`config.mk`:
```
export PLATFORM = sky130hd
export DESIGN_NAME = fetch_stage
export DESIGN_NICKNAME = d
export VERILOG_FILES = /design/src/rtl/fetch_stage.sv
export SDC_FILE = /design/constraint.sdc
export NUM_CORES = 1
export LEC_CHECK = 0
export BUFFER_PORTS_ARGS = -buffer_cell sky130_fd_sc_hd__clkbuf_2
export CORE_MARGIN = 2
export CORE_UTILIZATION = 40
export CTS_CLUSTER_DIAMETER = 100
export CTS_CLUSTER_SIZE = 16
export DETAILED_ROUTE_END_ITERATION = 10
export GPL_TIMING_DRIVEN = 0
export PLACE_DENSITY = 0.7
export SLEW_MARGIN = 20
export SYNTH_ARGS = -nofsm -noshare
export SYNTH_HDL_FRONTEND = slang
export SYNTH_SLANG_ARGS = --single-unit
```
`constraint.sdc`:
```
create_clock -name clk -period 2.8 [get_ports clk]
set_input_delay 0.56 -clock clk [delete_from_list [all_inputs] [get_ports clk]]
set_output_delay 0.56 -clock clk [all_outputs]
set_load 0.03 [all_outputs]
```
`src/rtl/fetch_stage.sv`:
```
// fetch_stage: RV32I IF stage with PC, word-indexed imem drive and IF/ID register.
// Ports: clk, rst (sync, active-high); stall_f/stall_d/flush_d from hazard unit;
// pc_src_e/pc_target_e redirect from execute; imem_addr/imem_rd to instruction memory;
// pc_f fetch PC; instr_d/pc_d/pc_plus4_d/valid_d IF/ID register; fetch_fault sticky fault.
// Optional: FETCH_MISALIGN_CHK_EN halts fetch on a misaligned redirect.
module fetch_stage #(
  parameter logic [31:0] RESET_PC  = 32'h0000_0000,
  parameter logic [31:0] NOP_INSTR = 32'h0000_0013
) (
  input  logic        clk,
  input  logic        rst,
  input  logic        stall_f,
  input  logic        stall_d,
  input  logic        flush_d,
  input  logic        pc_src_e,
  input  logic [31:0] pc_target_e,
  output logic [31:0] imem_addr,
  input  logic [31:0] imem_rd,
  output logic [31:0] pc_f,
  output logic [31:0] instr_d,
  output logic [31:0] pc_d,
  output logic [31:0] pc_plus4_d,
  output logic        valid_d,
  output logic        fetch_fault
);
  logic [31:0] pc_plus4_f, pc_next;
  logic        halted, misalign;
  assign pc_plus4_f = pc_f + 32'd4;
  assign imem_addr  = {2'b00, pc_f[31:2]};
`ifdef FETCH_MISALIGN_CHK_EN
  typedef enum logic {RUN, HALT} state_t;
  state_t state;
  assign halted   = state == HALT;
  assign misalign = pc_src_e && pc_target_e[1:0] != 2'b00;
  always_ff @(posedge clk)
    if (rst) begin
      state       <= RUN;
      fetch_fault <= 1'b0;
    end else if (!halted && misalign) begin
      state       <= HALT;
      fetch_fault <= 1'b1;
    end
`else
  assign halted      = 1'b0;
  assign misalign    = 1'b0;
  assign fetch_fault = 1'b0;
`endif
  // redirect outranks stall_f; a rejected (misaligned) redirect holds the PC
  always_comb
    pc_next = (halted || (pc_src_e ? misalign : stall_f)) ? pc_f
            : pc_src_e ? (pc_target_e & 32'hFFFF_FFFC)
            : pc_plus4_f;
  always_ff @(posedge clk)
    pc_f <= rst ? RESET_PC : pc_next;
  always_ff @(posedge clk)
    if (rst || flush_d) begin
      instr_d    <= NOP_INSTR;
      pc_d       <= 32'd0;
      pc_plus4_d <= 32'd0;
      valid_d    <= 1'b0;
    end else if (!stall_d) begin
      instr_d    <= halted ? NOP_INSTR : imem_rd;
      pc_d       <= pc_f;
      pc_plus4_d <= pc_plus4_f;
      valid_d    <= !halted;
    end
endmodule

```
==> impl_metrics.csv <==
group,metric,value,unit
detailed_routing,wl,16.3,mm
yosys,synth_most_common_cell,"dfxtp_1",
critical_path,critPathRequiredTime,3.14,ns
critical_path,worstReg2RegEnd,"pc_f[30]$_SDFFE_PP0N_",
detailed_routing,drt_first_iter_violations,293,
sta,worst_slew_pin_slew,0.879,ns
sta,fin_crit,2.44,ns
critical_path,path_cells,"ha_1, nand4_1, buf_4, or4_1, nor4_1, xor2_1, o2bb2ai_1",
sta,setup_ws,0.362,ns
clock_tree,clock_path_buffers,2,
yosys,yosys_warnings,0,
global_routing,grt_usage,21.8,%
detailed_routing,num_vias,5237,
sta,setup_tns,0,ns
critical_path,cp_max_fo,8,
global_routing,grt_pass1_vias,4774,
global_routing,grt_pass1_wl,24.9,mm
sta,setup_viol,0,
outcome,outcome,"complete, no violations",
detailed_routing,remaining_drc_errors,0,
power_and_ir_drop,powerDensity,642,mW/mm²
yosys,synth_area_leader_cell,"dfxtp_1",
floorplanning,fp.dieW,123,µm
placed_design,io_buffer_count,217,
yosys,synth_top_family_by_area,"simple AND/OR/NAND/NOR gates",
hold_path,hold_class,"in -> reg",
sta,clock_skew,0.0113,ns
yosys,yosys_most_used_dff,"dfxtp_1",
detailed_routing,wl_per_cell,15.2,µm
power_and_ir_drop,p_leak,0.00350,µW
yosys,ys_types,43,
floorplanning,io_pins,232,
sta,finalMaxSlewViolations,0,
yosys,ys_async_sr_fraction,0,%
clock_tree,cts_resized,0,
critical_path,crit_start,"pc_f[2]$_SDFFE_PP0N_",
critical_path,endpoint_kind,"register",
yosys,synth.area.top_cells,"dfxtp_1 (44%), mux2i_1 (12%), nor2_1 (7.0%)",
critical_path,timing.rr.start,"pc_f[2]$_SDFFE_PP0N_",
clock_tree,cts_hold_buf,0,
floorplanning,core,0.0138,mm²
sta,hold_viol_final,0,
global_routing,grt_max_degree,17,
critical_path,cp_top_family,"simple AND/OR/NAND/NOR gates",
critical_path,crit_cells,7,
critical_path,criticalPathCategory,"reg -> reg",
finish,nFillCells,1334,
yosys,yosysSeqAreaShare,43.7,%
yosys,synthMuxAreaShare,11.9,%
critical_path,crit_path_end,"pc_f[30]$_SDFFE_PP0N_",
clock_tree,cts.reportedPaths.clkPinSlew,0.06,ns
critical_path,r2r_slack,0.36,ns
yosys,synth-simple-area-share,17.7,%
yosys,yosys-top-cells-count,"dfxtp_1 (123), nor2_1 (105), mux2i_1 (67)",
placed_design,gp_congestion,0.876,
sta,slew_headroom,41.4,%
clock_tree,cts_max_level,4,
yosys,netlist_instances,636,
floorplanning,die_y,123,µm
clock_tree,cts_buffers,17,
yosys,synth.avg_cell_area,8.85,µm²
global_routing,antenna_found_initial,0,
global_routing,gr-total-overflow,0,
sta,fmax,0.410,GHz
finish,drive_gt1_share,34.4,%
floorplanning,initial_core_util,40.7,%
critical_path,cp.arrival,2.78,ns
yosys,synth_top_area_share,43.7,%
finish,area_growth_syn_to_layout,35.1,%
detailed_routing,drtAntennaViolNets,0,
clock_tree,cts_sinks,123,
detailed_routing,dr.pass1.iters,4,
finish,num_antenna_cells,0,
yosys,synthAdderAreaFrac,0.222,%
yosys,synth_compound_area_share,9.18,%
critical_path,max_stage_delay,0.60,ns
critical_path,r2r_cells,7,
yosys,netlist_area,0.00563,mm²
yosys,synth_edf_count,0,
sta,finalCritPeriodShare,87.1,%
clock_tree,clock_latency,0.42,ns
critical_path,cp-start-kind,"register",
finish,num-nets-final,953,
detailed_routing,vias_per_cell,4.87,
yosys,synth-xor-area-share,7.78,%
clock_tree,root_buffer,"clkbuf_16",
critical_path,crit_buf_inv,1,
placed_design,pre_cts_ws,0.0629,ns
power_and_ir_drop,vdd_drop_max,0.414,mV
floorplanning,die-area,0.0150,mm²
floorplanning,rows,43,
sta,grt_setup_unrepaired,"no",
placed_design,hpwlAfterDp,12.1,mm
yosys,ys_seq_elements,123,
clock_tree,cts_tree,"yes",
critical_path,worst_path_max_delay_cell,"or4_1",
run,cap_violations,0,
==> cell usage in the layout, fill, tap and decap left out, drive strengths merged, types with 9 or more instances in the layout <==
cell type,synthesis,routed
a21oi,35,35
mux2i,67,67
nor4,10,10
o21ai,26,26
nor2,105,105
conb,1,9
nand2,27,27
nand4,11,11
clkbuf,34,272
buf,58,60
dfxtp,123,123
xor2,17,17
a211oi,15,15
xnor2,33,33
nand3,13,13
nor3,13,13
==> kinds of logic (layout without fill, tap and decap cells) <==
kind of cell,after synthesis,count (layout)
AO/OA/AOI/OAI,88,88
adder cells (fa/ha/maj),1,1
other,1,9
AND/OR/NAND/NOR,209,209
multiplexers,67,67
XOR/XNOR,50,50
flip-flops,123,123
buffers and inverters,97,348
==> layer usage <==
metal  track usage, %  vias to the layer above  share of wire [%]
met2             35.6                      155                 49
li1                 -                     2612                  -
met5                0                        -                  0
met4             6.90                        0                1.6
met3             6.69                       15                6.7
met1             27.5                     2455                 43
==> worst reg2reg max path: stages, from the launching register on <==
cell	delay [ns]
dfxtp_1	0.48
ha_1	0.28
nand4_1	0.10
buf_4	0.19
or4_1	0.60
nor4_1	0.32
xor2_1	0.26
o2bb2ai_1	0.13
==> power by group <==
part	switching [µW]	internal [µW]
combinational	464	254
sequential	64.9	1820
clock	793	1490
==> what timing repair did <==
action                     CTS  global route
buffers inserted             0             2
setup endpoints to repair    0             5
hold endpoints to repair     0             0
==> cell type report <==
type	count	area, µm²	area share (%)
buffer	92	509	6.69
clock buffer	21	480	6.31
clock inverter	11	141	1.86
inverter	5	18.8	0.247
multi-input combinational	424	2670	35.1
sequential	123	2460	32.4
tap	180	225	2.96
timing repair buffer	219	1100	14.5
==> registers in the layout, summed over array words and instances (netlist names) <==
name,cells
instr_d,32
pc_d,30
pc_f,30
pc_plus4_d,30
valid_d,1
==> per-stage QoR <==
| stage | util (%) | cell area [µm²] | std cells | power, µW | hold WS (ns) |
|---|---|---|---|---|---|
| detailed placement | 50.4 | 6970 | 1041 | 2640 | 0.464 |
| floorplan | - | 5660 | 644 | 2420 | 0.592 |
| finish | 55.0 | 7610 | 1075 | 4880 | 0.359 |
| CTS | 54.9 | 7590 | 1073 | 4920 | 0.345 |
| global route | 55.0 | 7610 | 1075 | 5070 | 0.356 |
| global placement | 50.4 | 6970 | 1041 | 2640 | 0.452 |
==> how the worst min path moves through the flow <==
stage	start	endpoint	depth (start not counted)
after detailed placement	instr_d[4]$_SDFFE_PP1N_	instr_d[4]$_SDFFE_PP1N_	2
after global routing	imem_rd[4]	instr_d[4]$_SDFFE_PP1N_	3
final	imem_rd[4]	instr_d[4]$_SDFFE_PP1N_	3
after CTS	imem_rd[4]	instr_d[4]$_SDFFE_PP1N_	3
after global placement	valid_d$_SDFFE_PP0N_	valid_d$_SDFFE_PP0N_	1
after floorplan	pc_plus4_d[4]$_SDFFE_PP0N_	pc_plus4_d[4]$_SDFFE_PP0N_	2
(Power assumes the default switching activity.)
